`src/rtl/microarch_defs.sv`:
```
// microarch_defs: shared CPU-core micro-architecture definitions.
//   alu_op_t    : 2-bit ALU opcode as driven onto the ALU's alu_op input
//   ALU_*       : opcode constants understood by the ALU
//   arb_state_t : sequencing states of the ALU arbiter
package microarch_defs;

  typedef logic [1:0] alu_op_t;

  localparam alu_op_t ALU_ADD = 2'b00;
  localparam alu_op_t ALU_SUB = 2'b01;
  localparam alu_op_t ALU_AND = 2'b10;
  localparam alu_op_t ALU_OR  = 2'b11;

  typedef enum logic [2:0] {
    IDLE    = 3'd0,
    ISSUE   = 3'd1,
    CAP_RES = 3'd2,
    CAP_FLG = 3'd3,
    RESP    = 3'd4
  } arb_state_t;

endpackage

```
`src/rtl/alu_arbiter.sv`:
```
// alu_arbiter: shares the single registered ALU between the control unit (req0)
// and the aux/debug port (req1). Round-robin over a valid/ready handshake, one
// operation in flight at a time, result and flags captured at the ALU's own
// latencies, one-cycle response pulse to the requester that owned the op.
//
// Ports
//   clk, reset              system clock; asynchronous active-low reset
//   reqN_valid/ready        N=0,1 request handshake (accept when both high)
//   reqN_op/a/b             N=0,1 operation and operands, stable while waiting
//   rspN_valid              N=0,1 one-cycle response pulse to the owner
//   rsp_result/zero/carry/negative  shared captured response bus
//   alu_a/alu_b/alu_op      registered drive to the ALU inputs
//   alu_result/zero/carry/negative  ALU outputs
//   busy                    high whenever an operation is in progress
//
// state   | meaning
// --------+-----------------------------------------------------------------
// IDLE    | no op in flight; grant and accept a request, latch alu_* inputs
// ISSUE   | alu_* stable; ALU samples them at the end of this cycle
// CAP_RES | ALU result/carry valid; capture into rsp_result/rsp_carry
// CAP_FLG | ALU zero/negative valid; capture into rsp_zero/rsp_negative
// RESP    | one-cycle response pulse to the owner; back to IDLE
module alu_arbiter
  import microarch_defs::*;
#(
  parameter int DATA_WIDTH = 8
) (
  input  logic                  clk,
  input  logic                  reset,

  input  logic                  req0_valid,
  output logic                  req0_ready,
  input  logic [1:0]            req0_op,
  input  logic [DATA_WIDTH-1:0] req0_a,
  input  logic [DATA_WIDTH-1:0] req0_b,

  input  logic                  req1_valid,
  output logic                  req1_ready,
  input  logic [1:0]            req1_op,
  input  logic [DATA_WIDTH-1:0] req1_a,
  input  logic [DATA_WIDTH-1:0] req1_b,

  output logic                  rsp0_valid,
  output logic                  rsp1_valid,
  output logic [DATA_WIDTH-1:0] rsp_result,
  output logic                  rsp_zero,
  output logic                  rsp_carry,
  output logic                  rsp_negative,

  output logic [DATA_WIDTH-1:0] alu_a,
  output logic [DATA_WIDTH-1:0] alu_b,
  output logic [1:0]            alu_op,
  input  logic [DATA_WIDTH-1:0] alu_result,
  input  logic                  alu_zero,
  input  logic                  alu_carry,
  input  logic                  alu_negative,

  output logic                  busy
);

  arb_state_t            state_q, state_d;
  logic                  last_grant_q, last_grant_d;
  logic                  owner_q, owner_d;
  logic [DATA_WIDTH-1:0] alu_a_q, alu_a_d;
  logic [DATA_WIDTH-1:0] alu_b_q, alu_b_d;
  alu_op_t               alu_op_q, alu_op_d;
  logic [DATA_WIDTH-1:0] rsp_result_q, rsp_result_d;
  logic                  rsp_zero_q, rsp_zero_d;
  logic                  rsp_carry_q, rsp_carry_d;
  logic                  rsp_negative_q, rsp_negative_d;
  logic                  rsp0_valid_q, rsp0_valid_d;
  logic                  rsp1_valid_q, rsp1_valid_d;
  logic                  busy_q, busy_d;

  logic gnt_id;
  logic accept;

  // Round-robin: a lone requester wins outright; on a tie the one that did
  // not win last time gets it. last_grant resets to 1 so req0 wins first.
  always_comb begin
    gnt_id = 1'b0;
    if (req0_valid && req1_valid) begin
      gnt_id = ~last_grant_q;
    end else if (req1_valid) begin
      gnt_id = 1'b1;
    end
  end

  // Ready is gated by reset so nothing is offered while the block is held
  // in reset, even though the state register already reads IDLE.
  assign req0_ready = reset && (state_q == IDLE) && req0_valid && !gnt_id;
  assign req1_ready = reset && (state_q == IDLE) && req1_valid &&  gnt_id;
  assign accept     = req0_ready || req1_ready;

  always_comb begin
    state_d        = state_q;
    last_grant_d   = last_grant_q;
    owner_d        = owner_q;
    alu_a_d        = alu_a_q;
    alu_b_d        = alu_b_q;
    alu_op_d       = alu_op_q;
    rsp_result_d   = rsp_result_q;
    rsp_zero_d     = rsp_zero_q;
    rsp_carry_d    = rsp_carry_q;
    rsp_negative_d = rsp_negative_q;
    rsp0_valid_d   = 1'b0;
    rsp1_valid_d   = 1'b0;

    case (state_q)
      IDLE: begin
        if (accept) begin
          owner_d      = gnt_id;
          last_grant_d = gnt_id;
          alu_op_d     = gnt_id ? req1_op : req0_op;
          alu_a_d      = gnt_id ? req1_a  : req0_a;
          alu_b_d      = gnt_id ? req1_b  : req0_b;
          state_d      = ISSUE;
        end
      end
      ISSUE: begin
        state_d = CAP_RES;
      end
      CAP_RES: begin
        rsp_result_d = alu_result;
        rsp_carry_d  = alu_carry;
        state_d      = CAP_FLG;
      end
      CAP_FLG: begin
        rsp_zero_d     = alu_zero;
        rsp_negative_d = alu_negative;
        // Pulse registered here so it appears during RESP, with the flags.
        rsp0_valid_d   = !owner_q;
        rsp1_valid_d   =  owner_q;
        state_d        = RESP;
      end
      RESP: begin
        state_d = IDLE;
      end
      default: begin
        state_d = IDLE;
      end
    endcase

    busy_d = (state_d != IDLE);
  end

  always_ff @(posedge clk or negedge reset) begin
    if (!reset) begin
      state_q        <= IDLE;
      last_grant_q   <= 1'b1;
      owner_q        <= 1'b0;
      alu_a_q        <= '0;
      alu_b_q        <= '0;
      alu_op_q       <= ALU_ADD;
      rsp_result_q   <= '0;
      rsp_zero_q     <= 1'b0;
      rsp_carry_q    <= 1'b0;
      rsp_negative_q <= 1'b0;
      rsp0_valid_q   <= 1'b0;
      rsp1_valid_q   <= 1'b0;
      busy_q         <= 1'b0;
    end else begin
      state_q        <= state_d;
      last_grant_q   <= last_grant_d;
      owner_q        <= owner_d;
      alu_a_q        <= alu_a_d;
      alu_b_q        <= alu_b_d;
      alu_op_q       <= alu_op_d;
      rsp_result_q   <= rsp_result_d;
      rsp_zero_q     <= rsp_zero_d;
      rsp_carry_q    <= rsp_carry_d;
      rsp_negative_q <= rsp_negative_d;
      rsp0_valid_q   <= rsp0_valid_d;
      rsp1_valid_q   <= rsp1_valid_d;
      busy_q         <= busy_d;
    end
  end

  assign alu_a        = alu_a_q;
  assign alu_b        = alu_b_q;
  assign alu_op       = alu_op_q;
  assign rsp_result   = rsp_result_q;
  assign rsp_zero     = rsp_zero_q;
  assign rsp_carry    = rsp_carry_q;
  assign rsp_negative = rsp_negative_q;
  assign rsp0_valid   = rsp0_valid_q;
  assign rsp1_valid   = rsp1_valid_q;
  assign busy         = busy_q;

endmodule

```
`config.mk`:
```
export PLATFORM = sky130hd
export DESIGN_NAME = alu_arbiter
export DESIGN_NICKNAME = d
export VERILOG_FILES = /design/src/rtl/microarch_defs.sv /design/src/rtl/alu_arbiter.sv
export SDC_FILE = /design/constraint.sdc
export NUM_CORES = 1
export LEC_CHECK = 0
export ABC_AREA = 0
export CAP_MARGIN = 10
export CORE_UTILIZATION = 39
export CTS_CLUSTER_DIAMETER = 30
export CTS_CLUSTER_SIZE = 10
export DETAILED_ROUTE_END_ITERATION = 8
export PLACE_DENSITY = 0.84
export SLEW_MARGIN = 0
export SYNTH_ARGS = -nofsm -noshare
export SYNTH_HDL_FRONTEND = slang
export SYNTH_SLANG_ARGS = --single-unit
```
`constraint.sdc`:
```
create_clock -name clk -period 2 [get_ports clk]
set_input_delay 0.5 -clock clk [delete_from_list [all_inputs] [get_ports clk]]
set_output_delay 0.5 -clock clk [all_outputs]
set_load 0.02 [all_outputs]
```
## Word-level counts from Yosys, hierarchy flattened

Index checks and enable logic that the tools add are counted.
Widths: inputs -> output; s select.

| operators by class | value |
|---|---|
| muxes and demuxes | 9 |
| eq/ne operators | 3 |
| reduce and logical (&&, ||, !) cells | 12 |
| bitwise logic cells | 1 |

Operator list:

| cell | number |
|---|---|
| $mux 8 | 2 |
| $pmux 3 s4 | 1 |
| $eq 3x2->1 const B | 2 |
| $logic_and 1x1->1 | 6 |
| $mux 1 | 4 |
| $eq 3x1->1 const B | 1 |
| $logic_not 3->1 | 1 |
| $mux 3 | 1 |
| $reduce_bool 3->1 | 1 |
| $logic_not 1->1 | 2 |
| $mux 2 | 1 |
| $reduce_and 2->1 | 1 |
| $logic_or 1x1->1 | 1 |
| $not 1->1 | 1 |

| word-level totals | value |
|---|---|
| input port bits | 51 |
| bits in registers | 37 |
| output and inout bits | 34 |
| logic and storage cells | 38 |

## Longest topological paths before layout

| logic depth | value |
|---|---|
| word-level depth | 8 |
| depth in mapped cells | 5 |
| gate-level depth less buffers | 3 |

## Least setup slack after synthesis

Ideal clock, no wire load.

| timing path | value |
|---|---|
| path kind | input to output |
| from | input port req1_valid |
| to | output port req0_ready |
| slack | -4 ps |
| buffers on the path | 2 |
| stages on the path | 4 |
| arrival time | 1504 ps |
| data required time | 1500 ps |
| cells stage by stage | nor2b_1 buf_2 buf_2 nor3b_1 |

| on the way | value |
|---|---|
| longest elaborated chain between the ends | 4 |
| elaborated cells on any way between the ends | 5 |
| classes of those cells | 2 x mux; 3 x reduce/logical |

RTL lines:

| what | RTL line | text |
|---|---|---|
| from (decl) | alu_arbiter.sv:37 | `input logic req1_valid,` |
| $mux 1 or $logic_and 1x1->1 (tied branches) | alu_arbiter.sv:84, alu_arbiter.sv:82 |  |
| $mux 1 * | alu_arbiter.sv:82 | `if (req0_valid && req1_valid) begin` |
| $logic_not 1->1 * | alu_arbiter.sv:91 | `assign req0_ready = reset && (state_q == IDLE) && req0_valid && !gnt_id;` |
| $logic_and 1x1->1 * | alu_arbiter.sv:91 |  |
| to (decl) | alu_arbiter.sv:32 | `output logic req0_ready,` |

Mark *: on every way between the ends. The rest lies on a longest branch, timed or not.

## Final worst setup path

| timing path | value |
|---|---|
| from | input port req0_valid |
| to | output port req1_ready |

| on the way | value |
|---|---|
| longest elaborated chain between the ends | 3 |

RTL lines:

| what | RTL line | text |
|---|---|---|
| from (decl) | alu_arbiter.sv:31 | `input logic req0_valid,` |
| $logic_and 1x1->1 | alu_arbiter.sv:82 |  |
| $mux 1 | alu_arbiter.sv:82 |  |
| $logic_and 1x1->1 | alu_arbiter.sv:92 | `assign req1_ready = reset && (state_q == IDLE) && req1_valid && gnt_id;` |
| to (decl) | alu_arbiter.sv:38 | `output logic req1_ready,` |

No other way between the ends.

==> results.txt <==
Fmax -> 0.506 GHz
Register area -> 927 um^2
Antenna violations before repair -> 0
Clock buffer depth -> 2
All-Layer GR Usage -> 21.8%
Crit path launch -> req0_valid
Total power -> 0.00407 W
Synth Net Count -> 168
Post-route ant nets -> 0
Core Box Area -> 4000 um^2
# diodes -> 0
CTS sink count -> 37
Worst slew pin tran -> 0.462 ns
Synth Area in Compound Gates -> 25.8%
Crit path DAT -> 1.48 ns
WL/cell -> 16.9 um
Metal-1 WL -> 1.81 mm
Worst vdd ir -> 1.15 mV
Vias in the first global route -> 1,521
Cell total after placement -> 256
Vias -> 1,451
Critical path data required time -> 1.50 ns
CTS buffer count -> 5
Final GP Congestion -> 0.740
DRT iter0 DRCs -> 43
Worst hold path type -> in -> async
Largest net degree at the start of global routing -> 39
Share of the synthesized area in the top cell type -> 55.2%
Most frequent cells after synthesis -> dfrtp_1, o32ai_1, mux2_2, a2bb2oi_2, a2bb2oi_1
CP Class -> in -> out
Tmin final -> 1.98 ns
Syn_area_per_cell -> 13.9 um^2
Nets -> 265
Finished Layout Cells -> 264
Later-pin clock latency in the skew report -> 0.29 ns
LEAKAGE -> 1.08 nW
Post-synthesis sequential area ratio -> 56.8%
Worst setup EP type -> output port
Layout cell share with drive strength beyond 1 -> 25.2%
Layout area overhead -> 64.4%
Post-synthesis cell count -> 117
Die area -> 4450 um^2
Cell variety after synth -> 25
Crit Path Max Fanout -> 3
Row count -> 23
Most frequent cell after synthesis -> dfrtp_1
Uppermost layer routed -> met4
Post-synth ARST share -> 100%
Total Wirelength -> 4.47 mm
Grt ovf -> 0
Dominant cells by area after synthesis -> dfrtp_1, o32ai_1, a2bb2oi_2, mux2_2, a2bb2oi_1
Hold_ws -> 0.295 ns
Status -> completed
Synth Area in Simple Gates -> 5.14%
#FFs+latches synth -> 37
Initial Util -> 40.8%
Final setup TNS -> 0 ns
Final period util -> 98.9%
Synth Flop Type -> dfrtp_1
Finish-stage setup viols -> 0
XOR/XNOR share of the synthesized area -> 0.537%
First-pass GRT wire length -> 6.96 mm
Vias per Instance -> 5.50
Area leader, netlist -> dfrtp_1
Multi-input gate area -> 646 um^2
DRC viols -> 0
Filler cells -> 281
Number of port buffers -> 84
I/O pin total -> 85
Die Ht -> 66.7 um
Final Cell Area -> 2680 um^2
Max-cap violations -> 0
Root Buffer -> clkbuf_8
Met3 routed WL -> 293 um
Worst Skew -> 0.00627 ns
Critical R2R Launch -> state_q[0]$_DFF_PN0_
Synth Warn # -> 0
Mapped cell area -> 1630 um^2
Crit path launch type -> input pin
Largest family of logic cells by synthesized area -> compound AO/OA/AOI/OAI gates
Slew Limit Fails -> 0
Drt pass-1 iters -> 5
CTS H-tree lvls -> 2
EDFF count, synth -> 0
TritonCTS clock tree -> built
Post-synthesis mux area share -> 7.59%
Final hold viol count -> 0
DR WL met2 -> 2.27 mm
Post-Synth Adder-Cell Area -> 0%
Pwr/cell area -> 1520 nW/um^2
HPWL Detailed -> 3.25 mm
Max_slew headroom -> 69.2%
RSZ-0062 raised after global routing -> true
Dpl cell area -> 2590 um^2
CTS clock-pin slew for the worst setup and hold paths -> 0.07 ns
Die X -> 66.7 um
## metal layers
layer  vias to the layer above  global-route usage (%)
met5                         -                       0
met4                         0                    9.57
met3                        17                    5.99
met2                        81                    37.5
met1                       699                    25.0
li1                        654                       -
## through the flow
stage	utilization, %	setup slack (ns)
after floorplan	-	0.0622
after global placement	64.8	-0.442
after detailed placement	64.8	-0.475
after CTS	66.8	0.0211
after global routing	67.1	-0.0451
final	67.1	0.0223
## kinds of logic (layout without fill, tap and decap cells)
logic type	count (synthesis)	count (layout)
AO/OA/AOI/OAI	43	43
flip-flops	37	37
buffers and inverters	13	110
multiplexers	11	11
XOR/XNOR	1	1
AND/OR/NAND/NOR	12	12
## worst max-delay path, cell delays in order
cell,delay (ns)
clkdlybuf4s50_1,0.46
a21bo_2,0.25
nor2_2,0.12
buf_4,0.15
## layout make-up
cell class	instances	share of cell area [%]
clock buffers	7	3.22
flip-flops and latches	37	34.6
repair buffers	100	35.4
inverters	3	0.420
multi-input cells	67	24.1
well taps	50	2.33
## placed cells by master, fill, tap and decap left out, types with 2 or more instances in the layout
master,n
clkbuf_8,6
a2bb2oi_1,8
dfrtp_1,36
o32ai_1,18
inv_2,2
mux2_2,11
buf_4,18
a21oi_1,3
nor2_1,4
clkdlybuf4s50_1,80
a2bb2oi_2,10
## path summary, 6_finish.rpt
path                                              to  depth (start not counted)  slack, ns
max                                       req1_ready                          4       0.02
min                        rsp_result[3]$_DFFE_PN0N_                          2       0.29
max reg2reg                     alu_b[7]$_DFFE_PN0P_                          6       0.25
min reg2reg                     rsp0_valid$_DFF_PN0_                          1       0.48
max in group asynchronous   last_grant_q$_DFFE_PN1P_                          2       1.35
min in group clk                rsp0_valid$_DFF_PN0_                          1       0.48
## state kept, by name, indices dropped and copies added (netlist names), 2 cells and up
signal,flops
rsp_result,8
state_q,3
alu_op,2
alu_a,8
alu_b,8
## timing repair
item | 4_1_cts | 5_1_grt
resized for setup | 10 | 3
hold buffers | 0 | 0
pin swaps | 0 | 2
buffers inserted | 0 | 1
setup endpoints to repair | 2 | 2
## report_power, final
part,switching [W],internal (W),leakage (nW)
logic,0.000987,0.00120,0.613
registers,0.000239,0.00112,0.423
clock network,0.000248,0.000273,0.0443
No activity file was read; power rests on OpenSTA's default activity.
==> patch 1 (same flow settings) <==
Take the reset off `rsp_result_q` and load it in a clocked block of its own.
--- a/src/rtl/alu_arbiter.sv
+++ b/src/rtl/alu_arbiter.sv
@@ -153,5 +153,4 @@
       alu_b_q        <= '0;
       alu_op_q       <= ALU_ADD;
-      rsp_result_q   <= '0;
       rsp_zero_q     <= 1'b0;
       rsp_carry_q    <= 1'b0;
@@ -167,5 +166,4 @@
       alu_b_q        <= alu_b_d;
       alu_op_q       <= alu_op_d;
-      rsp_result_q   <= rsp_result_d;
       rsp_zero_q     <= rsp_zero_d;
       rsp_carry_q    <= rsp_carry_d;
@@ -175,4 +173,8 @@
       busy_q         <= busy_d;
     end
+  end
+
+  always_ff @(posedge clk) begin
+    rsp_result_q <= rsp_result_d;
   end
 
Check against the original RTL: differs if reset is asserted again (counterexample within 4 cycles, from zero or initial values and one cycle with reset low); with reset held inactive, the same outputs for 10 cycles.
==> patch 1 against the unedited design <==
  * Maximum frequency is 0.16% higher
  * Die area shrank 3.3%
  * Wire length decreased by 1.2%
  * Setup slack improved by 0.0031 ns
  * Sequential cell count unchanged
  * Total power is 6.9% lower
  * Final area is 1.3% lower
  * Final cell count decreased by 3.8%
  * Area after synthesis fell by 3.4%
  * Worst hold slack improved by 0.066 ns
  * Critical path type is now reg -> out
  * Critical endpoint is now req0_ready
  * Largest cell class is now flip-flops and latches
==> patch 1: results (changes against the unedited design) <==
The layout overhead on the synthesized area came out at 67.94% (was 64.42%). The number of nets produced by synthesis came out at 159 (was 168). The post-synthesis cell type count was 26 (was 25). The total routing resource utilization after global routing is 22.72% (was 21.79%). The post-DP HPWL came out at 3305 µm (was 3247 µm). The layout cell share with drive strength beyond 1 came out at 21.36% (was 25.23%). The clock skew is 0.01200 ns (was 0.006266 ns). The average wire length per cell after detail routing is 17.39 µm (was 16.93 µm). The placed cell area came out at 2557 µm² (was 2592 µm²).

The critical path's top delay family is simple AND/OR/NAND/NOR gates (was buffers and inverters). Largest cells by area after synthesis: sky130_fd_sc_hd__dfrtp_1, sky130_fd_sc_hd__edfxtp_1, sky130_fd_sc_hd__o32ai_1, sky130_fd_sc_hd__a2bb2oi_2, sky130_fd_sc_hd__a2bb2oi_1 (was sky130_fd_sc_hd__dfrtp_1, sky130_fd_sc_hd__o32ai_1, sky130_fd_sc_hd__a2bb2oi_2, sky130_fd_sc_hd__mux2_2, sky130_fd_sc_hd__a2bb2oi_1). The post-placement worst setup slack came out at -0.6789 ns (was -0.4750 ns). The share of power burned in registers came to 35.8% (was 33.4%). The largest stage delay on the critical path came out at 0.43 ns (was 0.46 ns). The fraction of the yosys area taken by sequential cells is 61.35% (was 56.83%).

The total number of nets in the final design is 256 (was 265). The number of global-route vias before repair is 1432 (was 1521). The leakage power of the design is 0.001034 µW (was 0.001081 µW). The combinational group share of total power is 51.4% (was 53.8%). The critical register-to-register path endpoint is alu_a[7]$_DFFE_PN0P_ (was alu_b[7]$_DFFE_PN0P_). The switching share of power came out at 36.40% (was 36.25%).

Result of the run: complete, no violations (unchanged). The maximum number of pins on one net before global-route repair is 31 (was 39). The worst voltage drop across the vdd grid came out at 0.0009037 V (was 0.001152 V). The cell with the biggest individual delay on the critical path is sky130_fd_sc_hd__dfrtp_1 (was sky130_fd_sc_hd__clkdlybuf4s50_1). Commonest cells in the synthesized netlist: sky130_fd_sc_hd__dfrtp_1, sky130_fd_sc_hd__o32ai_1, sky130_fd_sc_hd__a2bb2oi_2 (was sky130_fd_sc_hd__dfrtp_1, sky130_fd_sc_hd__o32ai_1, sky130_fd_sc_hd__mux2_2). The worst reg-to-reg path cell count is 5 (was 6).

The final weighted congestion in routability-driven placement is 0.6974 (was 0.7396). The detailed route wirelength on metal2 is 2235 µm (was 2266 µm). The worst hold slack is 0.3612 ns (was 0.2950 ns). The actual slew at the worst max-slew pin came to 0.4106 ns (was 0.4620 ns). The number of DRC markers after the initial detailed-route iteration came out at 52 (was 43). The number of flops mapped to enable cells by yosys was 8 (was 0).
[patch 1: cells by family (layout without fill, tap and decap cells)]
family          count (synthesis)  count (layout)  synth area share [%]
xor+xnor                        1               1                0.5557
simple gates                   12              12                 5.318
flops                          37              37                 61.35
mux                             3               3                 2.143
buf+inv                        12             110                 3.889
compound gates                 43              43                 26.75
[patch 1: how the worst max path moves through the flow]
stage                         startpoint         end  slack [ns]  depth (start not counted)
floorplan           state_q[2]$_DFF_PN0_  req1_ready        0.06                          4
global placement                   reset  req1_ready       -0.67                          6
detailed placement                 reset  req1_ready       -0.68                          6
CTS                 state_q[2]$_DFF_PN0_  req1_ready        0.02                          5
global route        state_q[2]$_DFF_PN0_  req0_ready       -0.05                          3
finish              state_q[2]$_DFF_PN0_  req0_ready        0.03                          3
[patch 1: area by class of cell]
type	count	area share (%)
Clock buffer	5	2.599
Clock inverter	3	0.4726
Inverter	3	0.4253
Multi-Input combinational cell	59	21.41
Sequential cell	37	36.53
Tap cell	48	2.268
Timing Repair Buffer	99	36.29
==> patch 2 (same settings) <==
Made on the original files. Set the parameter `DATA_WIDTH` to 12 (it was 8).
--- a/src/rtl/alu_arbiter.sv
+++ b/src/rtl/alu_arbiter.sv
@@ -24,5 +24,5 @@
   import microarch_defs::*;
 #(
-  parameter int DATA_WIDTH = 8
+  parameter int DATA_WIDTH = 12
 ) (
   input  logic                  clk,
Ports: changed (8 resized); port bits go from 85 to 117. The function was not compared with the original's and may differ.
==> patch 2 against the unedited design <==
  * The flow now finishes with violations (negative setup slack)
  * Critical endpoint is now req0_ready
  * Final area rose by 36%
  * Largest cell class unchanged
  * Utilization down 0.62 points
  * Total power grew 32%
  * Sequential cell count rose by 12
  * Via count is 28% higher
  * Register-to-register slack got worse by 0.09 ns
  * Setup slack worse by 0.082 ns
  * Maximum frequency decreased by 4.0%
  * Area after synthesis increased by 35%
  * Wire length grew 27%
  * Combinational power up 37%
==> patch 2: results (changes against the unedited design) <==
The clock skew is 0.003607 ns (was 0.006266 ns). The number of DRC markers after the initial detailed-route iteration came out at 64 (was 43). The total negative slack is -0.05979 ns (was 0 ns).

The layout overhead on the synthesized area is 65.02% (was 64.42%). The final weighted congestion in routability-driven placement was 0.6858 (was 0.7396). The largest stage delay on the critical path came to 0.42 ns (was 0.46 ns).

The layout cell share with drive strength beyond 1 was 21.35% (was 25.23%). The total routing resource utilization after global routing is 19.88% (was 21.79%). The number of signal-net buffers in the layout is 136 (was 100).

The total power came to 5354 µW (was 4067 µW). The actual slew at the worst max-slew pin was 0.5988 ns (was 0.4620 ns). Result of the run: finished with violations (was complete, no violations). The number of placed instances, taps included came out at 340 (was 256). The final reports fail on negative setup slack.

The relative area of non-clock buffer cells in the final design was 36.41% (was 35.40%). The maximum fanout encountered on the critical timing path came out at 2 (was 3). The worst path setup slack after routing came to -0.05979 ns (was 0.02227 ns). The post-DP HPWL came out at 4019 µm (was 3247 µm). The post-placement worst setup slack came to -0.5198 ns (was -0.4750 ns).

The post-route met1 wirelength was 2354 µm (was 1811 µm). The met3 track utilization from global routing came to 6.071% (was 5.993%). The multi-input gate area in the final layout came out at 900.9 µm² (was 645.6 µm²). The clock network contribution to total cell area is 2.271% (was 3.218%). The total of endpoints with negative setup slack in the final report came out at 1 (was 0). The share of cell area taken by muxes after synthesis is 7.666% (was 7.592%). The buffers inserted during post-CTS setup optimization is 4 (was 0). The share of the synthesized netlist area taken by xor and xnor gates came to 0.3975% (was 0.5368%). The critical path's top delay family is simple AND/OR/NAND/NOR gates (was buffers and inverters). Commonest cells in the synthesized netlist: sky130_fd_sc_hd__dfrtp_1, sky130_fd_sc_hd__o32ai_1, sky130_fd_sc_hd__a2bb2oi_2 (was sky130_fd_sc_hd__dfrtp_1, sky130_fd_sc_hd__o32ai_1, sky130_fd_sc_hd__mux2_2). The fraction of the yosys area taken by sequential cells is 55.71% (was 56.83%). The combined area of all synthesized cells was 2203 µm² (was 1632 µm²).

The total number of nets in the final design came out at 351 (was 265). The number of port buffers was 116 (was 84). The global-route wire length before repair is 9266 µm (was 6962 µm). The number of global-route vias before repair is 1899 (was 1521). The total number of vias came to 1855 (was 1451). The flip-flop and latch power came to 1790 µW (was 1360 µW).

The share of the synthesized area in compound gates (AO/OA/AOI/OAI) came to 27.88% (was 25.84%). The area taken by flip-flops and latches came to 1227 µm² (was 927.1 µm²). The met1 global-route usage came out at 23.70% (was 25.03%).
[patch 2: cell types whose count changed after synthesis, moves of 2 or more]
cell                        unedited run  this run
sky130_fd_sc_hd__mux2_2               11         2
sky130_fd_sc_hd__a2bb2oi_2            10        20
sky130_fd_sc_hd__o32ai_1              18        26
sky130_fd_sc_hd__clkbuf_1              3         7
sky130_fd_sc_hd__dfrtp_1              36        48
sky130_fd_sc_hd__a2bb2oi_1             8         6
sky130_fd_sc_hd__mux2_1                0        13
[patch 2: worst paths after layout]
kind	from	to	slack, ns
min in group clk	owner_q$_DFFE_PN0P_	rsp0_valid$_DFF_PN0_	0.47
setup / recovery	state_q[0]$_DFF_PN0_	req0_ready	-0.06
hold reg to reg	owner_q$_DFFE_PN0P_	rsp0_valid$_DFF_PN0_	0.47
hold / removal	reset	rsp_result[1]$_DFFE_PN0N_	0.31
max in group asynchronous	reset	alu_a[8]$_DFFE_PN0P_	1.29
setup reg to reg	state_q[0]$_DFF_PN0_	alu_b[4]$_DFFE_PN0P_	0.16
